==> src/rtl/systolic_ctrl.sv <==
// Sequencer for one NxN systolic matmul tile: clear, feed K operand
// vectors, drain the skew/PE pipeline, then write back N result rows.
module systolic_ctrl #(
  parameter int ARRAY_SIZE = 4,
  parameter int K_WIDTH    = 8,
  parameter int ADDR_WIDTH = 8,
  parameter int ROW_WIDTH  = $clog2(ARRAY_SIZE)
) (
  input  logic                  clk_i,
  input  logic                  rst_ni,
  input  logic                  start_i,
  input  logic [K_WIDTH-1:0]    k_len_i,
  input  logic [ADDR_WIDTH-1:0] base_addr_i,
  input  logic                  abort_i,
  output logic                  busy_o,
  output logic                  done_o,
  output logic                  clear_o,
  output logic                  rd_en_o,
  output logic [ADDR_WIDTH-1:0] rd_addr_o,
  output logic                  feed_valid_o,
  output logic                  wr_en_o,
  output logic [ROW_WIDTH-1:0]  wr_row_o
);

  localparam int DRAIN_LEN = 2 * ARRAY_SIZE + 1;
  localparam int DW = $clog2(DRAIN_LEN);
  localparam int CW = (K_WIDTH > DW) ? K_WIDTH : DW;

  typedef enum logic [2:0] {
    IDLE, CLEAR, FEED, DRAIN, WB, DONE
  } state_t;

  state_t state, state_nx;

  logic [CW-1:0]         cnt;
  logic [K_WIDTH-1:0]    k_len;
  logic [K_WIDTH-1:0]    k_last;
  logic [ADDR_WIDTH-1:0] base;
  logic                  accept;
  logic                  feed_last;
  logic                  drain_last;
  logic                  wb_last;

  // abort in IDLE swallows a simultaneous start
  assign accept     = (state == IDLE) && start_i && !abort_i;
  assign k_last     = k_len - K_WIDTH'(1);
  assign feed_last  = (cnt == CW'(k_last));
  assign drain_last = (cnt == CW'(DRAIN_LEN - 1));
  assign wb_last    = (cnt == CW'(ARRAY_SIZE - 1));

  always_ff @(posedge clk_i) begin
    if (!rst_ni) begin
      state <= IDLE;
    end else begin
      state <= state_nx;
    end
  end

  always_comb begin
    state_nx = state;
    unique case (state)
      IDLE: begin
        if (accept) begin
          state_nx = (k_len_i == '0) ? DONE : CLEAR;
        end
      end
      CLEAR: state_nx = FEED;
      FEED:  if (feed_last)  state_nx = DRAIN;
      DRAIN: if (drain_last) state_nx = WB;
      WB:    if (wb_last)    state_nx = DONE;
      DONE:  state_nx = IDLE;
      default: state_nx = IDLE;
    endcase
    if (abort_i) begin
      state_nx = IDLE;
    end
  end

  // shared phase counter restarts at 0 on every state change
  always_ff @(posedge clk_i) begin
    if (!rst_ni) begin
      cnt          <= '0;
      k_len        <= '0;
      base         <= '0;
      feed_valid_o <= 1'b0;
    end else begin
      if (state_nx != state) begin
        cnt <= '0;
      end else if (state != IDLE) begin
        cnt <= cnt + CW'(1);
      end
      if (accept) begin
        k_len <= k_len_i;
        base  <= base_addr_i;
      end
      feed_valid_o <= rd_en_o && !abort_i;
    end
  end

  always_comb begin
    busy_o    = 1'b0;
    done_o    = 1'b0;
    clear_o   = 1'b0;
    rd_en_o   = 1'b0;
    rd_addr_o = '0;
    wr_en_o   = 1'b0;
    wr_row_o  = '0;
    unique case (state)
      IDLE: ;
      CLEAR: begin
        busy_o  = 1'b1;
        clear_o = 1'b1;
      end
      FEED: begin
        busy_o    = 1'b1;
        rd_en_o   = 1'b1;
        rd_addr_o = base + ADDR_WIDTH'(cnt);
      end
      DRAIN: busy_o = 1'b1;
      WB: begin
        busy_o   = 1'b1;
        wr_en_o  = 1'b1;
        wr_row_o = ROW_WIDTH'(cnt);
      end
      DONE: begin
        busy_o = 1'b1;
        done_o = 1'b1;
      end
      default: ;
    endcase
  end

endmodule

==> config.mk <==
export PLATFORM = sky130hd
export DESIGN_NAME = systolic_ctrl
export DESIGN_NICKNAME = d
export VERILOG_FILES = /design/src/rtl/systolic_ctrl.sv
export SDC_FILE = /design/constraint.sdc
export NUM_CORES = 1
export LEC_CHECK = 0
export BUFFER_PORTS_ARGS = -buffer_cell sky130_fd_sc_hd__buf_2
export CORE_UTILIZATION = 37
export CTS_CLUSTER_DIAMETER = 200
export DETAILED_ROUTE_END_ITERATION = 8
export GPL_TIMING_DRIVEN = 0
export PLACE_DENSITY = 0.54
export SLEW_MARGIN = 20
export SYNTH_ARGS = -nofsm -noshare
export SYNTH_HDL_FRONTEND = slang
export SYNTH_SLANG_ARGS = --single-unit
==> constraint.sdc <==
create_clock -name clk_i -period 7.6 [get_ports clk_i]
set_input_delay 0.76 -clock clk_i [delete_from_list [all_inputs] [get_ports clk_i]]
set_output_delay 0.76 -clock clk_i [all_outputs]
set_load 0.01 [all_outputs]
==> results.cfg, run 1 <==
[status]
status = completed

[layout]
layout-area-overhead-vs-synth_pct = 16.9
stdcell_count = 342
post-route-cell-area_um2 = 2250
seq_area_um2 = 561
n_antenna_cell = 0
nFillCells = 520
layout-drive-gt1-share_pct = 21.1
multi_input_area_um2 = 1260
fin_nets = 307

[job]
max_cap_viol_count = 0

[critical_path]
arrival_ps = 2330
crit_fanout = 7
critPathLaunch = cnt[0]
critPathLaunchType = flip-flop
worst-endpoint-required_ps = 6840
worst-setup-path-type = reg -> out
end_kind = output pin
timing.rr.start = k_len[0]

[yosys]
yosysMostFrequentCell = nand2_1
async_flop_share_pct = 0
seq_area_frac_synth_pct = 29.2
syn_nets = 268
synth_edf_count = 0
yosys.area.top_type = dfxtp_1
synth-seq-cells = 28
synth_cell_types = 49
syn_area_per_cell_um2 = 8.11
synth-main-ff-cell = dfxtp_1
yosysWarnings = 0
netlist.area_leader.share_pct = 29.2
synth_area_leaders = dfxtp_1 (29%), nand2_1 (7.8%), ha_1 (6.5%), a21boi_0 (6.3%), xnor2_1 (5.5%)
syn_area_um2 = 1920
synth_common_cells = nand2_1 (40), dfxtp_1 (28), a21boi_0 (16), nor2_1 (14)
syn_inst = 237

[floorplan]
top_level_ports = 36
fp-row-count = 25
die_h_um = 74.1
die_area_um2 = 5490
die_w_um = 74.1
initial_utilization_pct = 39.6
core_area_um2 = 4850

[power_and_ir_drop]
p_per_area_nw_per_um2 = 144
ir_worst_vdd_v = 0.0000815
power_leakage_nw = 0.968

[clocking]
post_cts_buffers = 0
cts_root_buffer = clkbuf_8
cts_buffer_depth = 2
worstSkewPairLatency_ps = 280
cts_resized = 0
htreeDepth = 1
hold_buffers = 0
cts_sinks = 28
clk_pin_slew_ps = 100
cts_tree = done
numCtsBuffers = 3

[place]
dp_cells = 338
hpwl_mm = 3.44
post-place-ws_ps = 4790
placed_cell_area_um2 = 2180
io_buffers = 34
place_congestion = 0.766

[timing]
period_share_pct = 40.7
worst_pin_slew_ps = 633
clock-skew-final_ps = 4.41
slew_violations = 0
period_needed_ps = 3090
rsz0062_at_grt = no
maxSlewHeadroom_pct = 57.4
setup_viol = 0
tns_ps = 0
fmax_mhz = 323
fin_ws_ps = 4510
hold_violations = 0

[route]
drc = 0
via_count = 1737
avgViaCountPerCell = 5.08
drt-total-wl_mm = 4.44
drtAntennaViolNets = 0
drt-initial-drc-count = 75
drt_pre_antenna_iters = 4
routedWlPerCell_um = 13.0

[global_route]
grt_pass1_vias = 1571
globalRouteOverflowTotal = 0
grt_pass1_wl_mm = 7.36
track_usage_pct = 17.3
antenna_found_initial = 0
grt_max_degree = 17

[min_path]
hp-class = reg -> reg
hp-start = base[6]
-- per-layer routing --
metal  vias to the layer above  track usage [%]  wire length (um)  share of wire, %
met5                         -                0                 0                 0
met4                         0             4.49                43              0.97
met3                         5             2.03               108               2.4
met2                        34             28.6              1980                44
met1                       784             24.0              2310                52
li1                        914                -                 -                 -
-- worst paths after layout --
kind / slack [ps] / cells past startpoint / endpoint
min reg2reg: 480 / 2 / base[6]
min: 480 / 2 / base[6]
max reg2reg: 4990 / 8 / cnt[2]
max: 4510 / 9 / rd_addr_o[6]
-- cell usage in the layout, fill, tap and decap left out, types with 3 or more instances in the layout --
master | Yosys | routed
and3_1 | 8 | 8
inv_1 | 8 | 8
o21ai_0 | 3 | 3
dfxtp_1 | 28 | 28
a21oi_1 | 8 | 8
clkbuf_8 | 0 | 3
ha_1 | 10 | 10
buf_6 | 3 | 3
a21boi_0 | 16 | 16
nand4_1 | 3 | 3
xor2_1 | 11 | 11
nand2_1 | 40 | 40
nand3_1 | 6 | 6
nor4_1 | 5 | 5
buf_2 | 0 | 34
nor3_1 | 12 | 12
xnor2_1 | 12 | 12
nor2_1 | 14 | 14
clkbuf_1 | 9 | 9
-- kinds of logic after synthesis --
kind of cell | share of synthesized area, %
and+or+nand+nor | 27.9
AOI/OAI and AO/OA | 19.5
buffers and inverters | 5.34
adders and majority gates | 7.55
DFF | 29.2
xor gates and xnor gates | 10.5
-- flip-flops by register name (all words and copies together), names as in the netlist --
register	flops
k_len	8
state	3
feed_valid_o	1
base	8
cnt	8
-- final cells by class --
class | count | share of cell area (%)
Buffer | 13 | 3.23
Clock buffer | 3 | 1.84
Clock inverter | 1 | 1.34
Inverter | 8 | 1.34
Multi-Input combinational cell | 188 | 56.0
Sequential cell | 28 | 24.9
Tap cell | 67 | 3.73
Timing Repair Buffer | 34 | 7.57
-- where the power goes --
| part | switching [mW] | total, mW | internal [mW] |
|---|---|---|---|
| Clock | 0.0503 | 0.121 | 0.0706 |
| Sequential | 0.00464 | 0.156 | 0.151 |
| Combinational | 0.0258 | 0.0478 | 0.0220 |
| Total | 0.0807 | 0.324 | 0.244 |
-- critical path: stages (launching register included) --
cell	delay (ps)
dfxtp_1	400
ha_1	260
fa_1	400
a21oi_1	160
o21bai_1	110
a21o_1	190
a21oi_1	170
xor2_1	150
nor2_1	50
buf_2	150
-- through the flow --
stage,hold slack (ps),power [mW],util [%]
2_1_floorplan,447,0.193,-
3_3_place_gp,463,0.207,44.9
3_5_place_dp,467,0.207,44.9
4_1_cts,482,0.328,46.3
5_1_grt,502,0.341,46.3
6_report,479,0.324,46.3
(Power assumes the default switching activity.)
==> inputs of run 2 (changes only) <==
- PLACE_DENSITY: 0.54 -> 0.56
- clock period: 7.6 -> 2.6 ns (I/O delays scaled with it)
==> results.cfg, run 2 (same netlist as run 1, synthesis figures left out) <==
[power_and_ir_drop]
swShare_pct = 25.2
p_sw_mw = 0.241
power_leakage_nw = 0.983
power_frac_comb_pct = 15.2
ir_worst_vdd_v = 0.000218
pwr-share-seq_pct = 47.5
p_per_area_nw_per_um2 = 416
power.internal_mw = 0.714
p_clk_share_pct = 37.2

[floorplan]
die_w_um = 74.1
fp-row-count = 25
top_level_ports = 36
die_area_um2 = 5490
die_h_um = 74.1
initial_utilization_pct = 39.6
core_area_um2 = 4850

[layout]
fin_nets = 308
nFillCells = 499
post-route-cell-area_um2 = 2300
final_cell_mix = nand2_1 (40), buf_2 (34), dfxtp_1 (25)
n_antenna_cell = 0
reg_top3 = base x8, cnt x8, k_len x8
layout-area-overhead-vs-synth_pct = 19.5
fin_util_pct = 47.4
stdcell_count = 343
multi_input_area_um2 = 1290
final_common_cell = nand2_1
layout-drive-gt1-share_pct = 25.4
seq_area_um2 = 567

[timing]
period_share_pct = 97.0
slew_violations = 0
worst_pin_slew_ps = 631
fin_ws_ps = 77.0
hold_violations = 0
setup_viol = 0
period_needed_ps = 2520
fin_worst_hold_slack_ps = 217
fmax_mhz = 396
maxSlewHeadroom_pct = 57.5
clock-skew-final_ps = 4.50

[clocking]
cts_root_buffer = clkbuf_8
cts_sinks = 28
cts_tree = done
clk_pin_slew_ps = 110
worstSkewPairLatency_ps = 280
hold_buffers = 0
htreeDepth = 1
cts_buffer_depth = 2
numCtsBuffers = 3

[global_route]
grt_max_degree = 17
track_usage_pct = 17.9
grt_pass1_wl_mm = 7.51
antenna_found_initial = 0
globalRouteOverflowTotal = 0
grt_pass1_vias = 1582

[critical_path]
arrival_ps = 2730
path_cells = or4_4, or4_4, a21oi_2, o2111a_2, nor2_2, o311a_1, a211oi_2
max_stage_delay_ps = 570
timing.critical_path.mode_cell = or4_4
crit_buf_inv = 0
path_delay_family = simple AND/OR/NAND/NOR gates
worst-setup-path-type = reg -> reg
end_kind = flip-flop
critPathLaunchType = flip-flop
worst-endpoint-required_ps = 2810
critPathSlowestCell = or4_4
crit_fanout = 5

[route]
drt-total-wl_mm = 4.54
drt-initial-drc-count = 50
drc = 0
drt_pre_antenna_iters = 4
via_count = 1762
routedWlPerCell_um = 13.2
avgViaCountPerCell = 5.14
drtAntennaViolNets = 0

[min_path]
hp-class = in -> reg

[place]
hpwl_mm = 3.40
place_congestion = 0.806
dp_cells = 338
post-place-ws_ps = 61.9
io_buffers = 34
placed_cell_area_um2 = 2180

[status]
status = completed

[job]
max_cap_viol_count = 0
[run 2: cell count changes in the layout (fill, tap and decap cells not counted), moves of 2 or more]
| cell | delta |
|---|---|
| dfxtp_1 | -3 |
| a21oi_1 | -3 |
| dfxtp_2 | +2 |
| a21oi_2 | +3 |
[run 2: through the flow]
step,TNS (ps),total power [mW]
after global routing,-6.65,1.00
after global placement,0,0.605
after CTS,0,0.956
after floorplan,0,0.564
after detailed placement,0,0.606
final,0,0.955
[run 2: layout make-up]
cell class                 instances  share of cell area [%]
sequential                        28                    24.7
clock buffer                       3                    1.80
buffer                            13                    3.16
multi-input combinational        188                    56.3
timing repair buffer              35                    7.74
inverter                           8                    1.31
clock inverter                     1                    1.31
tap                               67                    3.65
[run 2: metal layers]
| layer | track usage [%] | up-vias | wire length, um |
|---|---|---|---|
| met3 | 2.30 | 4 | 153 |
| met5 | 0 | - | 0 |
| li1 | - | 918 | - |
| met1 | 24.7 | 800 | 2340 |
| met2 | 28.9 | 40 | 2010 |
| met4 | 5.56 | 0 | 44 |
[run 2: power groups by stage]
stage                     clock [mW]  sequential (mW)  combinational [mW]
after global routing           0.381            0.456               0.163
after global placement             0            0.465               0.139
after CTS                      0.359            0.456               0.141
final                          0.356            0.454               0.145
after floorplan                    0            0.462               0.102
after detailed placement           0            0.465               0.140
[run 2: timing repair]
| item | CTS | global route |
|---|---|---|
| gates resized for setup | 1 | 11 |
| pin swaps | 0 | 1 |
| buffers inserted | 0 | 1 |
| setup endpoints to repair | 1 | 10 |
[run 2: path summary, 6_finish.rpt]
kind	from	cells after the start	to	slack (ps)
setup reg to reg	k_len[0]	7	cnt[2]	80
hold / removal	base_addr_i[4]	3	base[4]	220
setup / recovery	k_len[0]	7	cnt[2]	80
hold reg to reg	base[0]	2	base[0]	470
[run 2: worst reg2reg max path, cell delays in order, from the launching register on]
cell      delay [ps]
dfxtp_2          360
or4_4            570
or4_4            530
a21oi_2          170
o2111a_2         240
nor2_2            70
o311a_1          320
a211oi_2         190
==> inputs of run 3 (changes only) <==
- ABC_AREA: not set -> 1
==> results.cfg, run 3 <==
[floorplan]
fp-row-count = 25
top_level_ports = 36
die_h_um = 73.9
initial_utilization_pct = 39.5
die_w_um = 73.9
core_area_um2 = 4850
die_area_um2 = 5470

[layout]
n_antenna_cell = 0
final_cell_mix = nor2_1 (55), nand2_1 (50), buf_2 (36)
post-route-cell-area_um2 = 2250
stdcell_count = 397
layout-area-overhead-vs-synth_pct = 17.6
fin_nets = 362
final_common_cell = nor2_1
layout-drive-gt1-share_pct = 23.3
reg_top3 = base x8, cnt x8, k_len x8

[place]
hpwl_mm = 3.63
post-place-ws_ps = 249
io_buffers = 35
placed_cell_area_um2 = 2170
place_congestion = 0.806
dp_cells = 393

[global_route]
globalRouteOverflowTotal = 0
track_usage_pct = 17.8
antenna_found_initial = 0
grt_max_degree = 17
grt_pass1_vias = 1595
grt_pass1_wl_mm = 7.44

[yosys]
syn_area_per_cell_um2 = 6.58
async_flop_share_pct = 0
synth-seq-cells = 28
seq_area_frac_synth_pct = 29.3
yosysWarnings = 0
synth_cell_types = 33
yosys.area.top_type = dfxtp_1
syn_nets = 322
syn_area_um2 = 1910
synth_edf_count = 0
syn_inst = 291
synth-main-ff-cell = dfxtp_1
synth_area_leaders = dfxtp_1 (29%), nor2_1 (11%), nand2_1 (9.8%), ha_1 (6.5%), o21ai_0 (6.3%)
yosysMostFrequentCell = nor2_1
synth_common_cells = nor2_1 (55), nand2_1 (50), inv_1 (29), dfxtp_1 (28), o21ai_0 (24)
netlist.area_leader.share_pct = 29.3

[critical_path]
reg2reg_slack_ps = 610
critPathLaunch = cnt[0]
crit_fanout = 5
end_kind = output pin
rr_endpoint = cnt[5]
worst-endpoint-required_ps = 2340
critPathLaunchType = flip-flop
timing.rr.start = k_len[0]
r2r_cells = 15
worst-setup-path-type = reg -> out
arrival_ps = 2240

[min_path]
hp-class = in -> reg
hp-start = base_addr_i[3]
hold_path_depth = 3
whs_endpoint = base[3]

[clocking]
cts_root_buffer = clkbuf_8
cts_tree = done
numCtsBuffers = 3
cts_buffer_depth = 2
htreeDepth = 1
cts_sinks = 28
clk_pin_slew_ps = 110
worstSkewPairLatency_ps = 280
hold_buffers = 0

[power_and_ir_drop]
ir_worst_vdd_v = 0.000335
power_leakage_nw = 1.10
p_per_area_nw_per_um2 = 444

[route]
drt-total-wl_mm = 4.67
avgViaCountPerCell = 4.65
drtAntennaViolNets = 0
drt-initial-drc-count = 59
via_count = 1845
routedWlPerCell_um = 11.8
drt_pre_antenna_iters = 4
drc = 0

[job]
max_cap_viol_count = 0

[timing]
hold_violations = 0
fmax_mhz = 401
period_share_pct = 96.0
rsz0062_at_grt = yes
clock-skew-final_ps = 8.13
period_needed_ps = 2500
maxSlewHeadroom_pct = 65.3
slew_violations = 0
setup_viol = 0
worst_pin_slew_ps = 521
fin_ws_ps = 105

[status]
status = completed
==> run 3: worst max-delay path, stage by stage, from the launching register on <==
cell and delay [ps]:
dfxtp_2 360, ha_1 240, fa_2 370, nand2_1 70, inv_1 50, o21ai_2 120, a21oi_1 90, nor2_1 90
nor2_1 50, nor2_1 130, o21ai_0 90, a21oi_1 130, buf_2 150
==> run 3: layer usage <==
layer	routed length, um	global-route usage (%)	share of wire [%]
met2	2110	29.1	45
met3	150	3.66	3.2
met5	0	0	0
met1	2390	24.7	51
met4	22	2.56	0.47
==> run 3: how the worst max path moves through the flow <==
stage / cells after the start / slack [ps] / endpoint
floorplan: 11 / 530 / rd_addr_o[6]
global placement: 12 / 310 / rd_addr_o[6]
detailed placement: 12 / 250 / rd_addr_o[6]
CTS: 12 / 20 / rd_addr_o[6]
global route: 12 / -110 / rd_addr_o[6]
finish: 12 / 100 / rd_addr_o[6]
==> run 3: kinds of logic (layout without fill, tap and decap cells) <==
logic type      Yosys count  after routing  synth area share, %
simple gates            150            150                 35.9
compound gates           49             49                 14.0
buf+inv                  43             82                 8.63
flops                    28             28                 29.3
fa+ha+maj                11             11                 7.58
xor+xnor                 10             10                 4.57
==> run 3: final cells by class <==
| type | count | area [um^2] |
|---|---|---|
| sequential | 28 | 562 |
| clock buffer | 3 | 41.3 |
| tap | 67 | 83.8 |
| timing repair buffer | 35 | 175 |
| buffer | 4 | 16.3 |
| multi-input combinational | 220 | 1190 |
| inverter | 39 | 149 |
| fill | 525 | 2600 |
| clock inverter | 1 | 30.0 |
==> run 3: where the power goes <==
group,switching (mW),internal [mW],leakage (nW)
clock,0.148,0.206,0.0357
combinational,0.110,0.0683,0.832
sequential,0.0183,0.448,0.229
==> run 3: repair_timing <==
action,in CTS,in global routing
setup buffers,0,0
endpoints found under the setup margin,1,2
resized for setup,2,2
==> run 3: through the flow <==
stage                     hold WS, ps  utilization [%]  setup TNS, ps  total power, mW
after detailed placement          487             44.8              0            0.652
after CTS                         176             46.3              0             1.01
after floorplan                   339                -              0            0.601
after global placement            480             44.8              0            0.652
after global routing              189             46.5           -203             1.05
final                             189             46.5              0            0.999
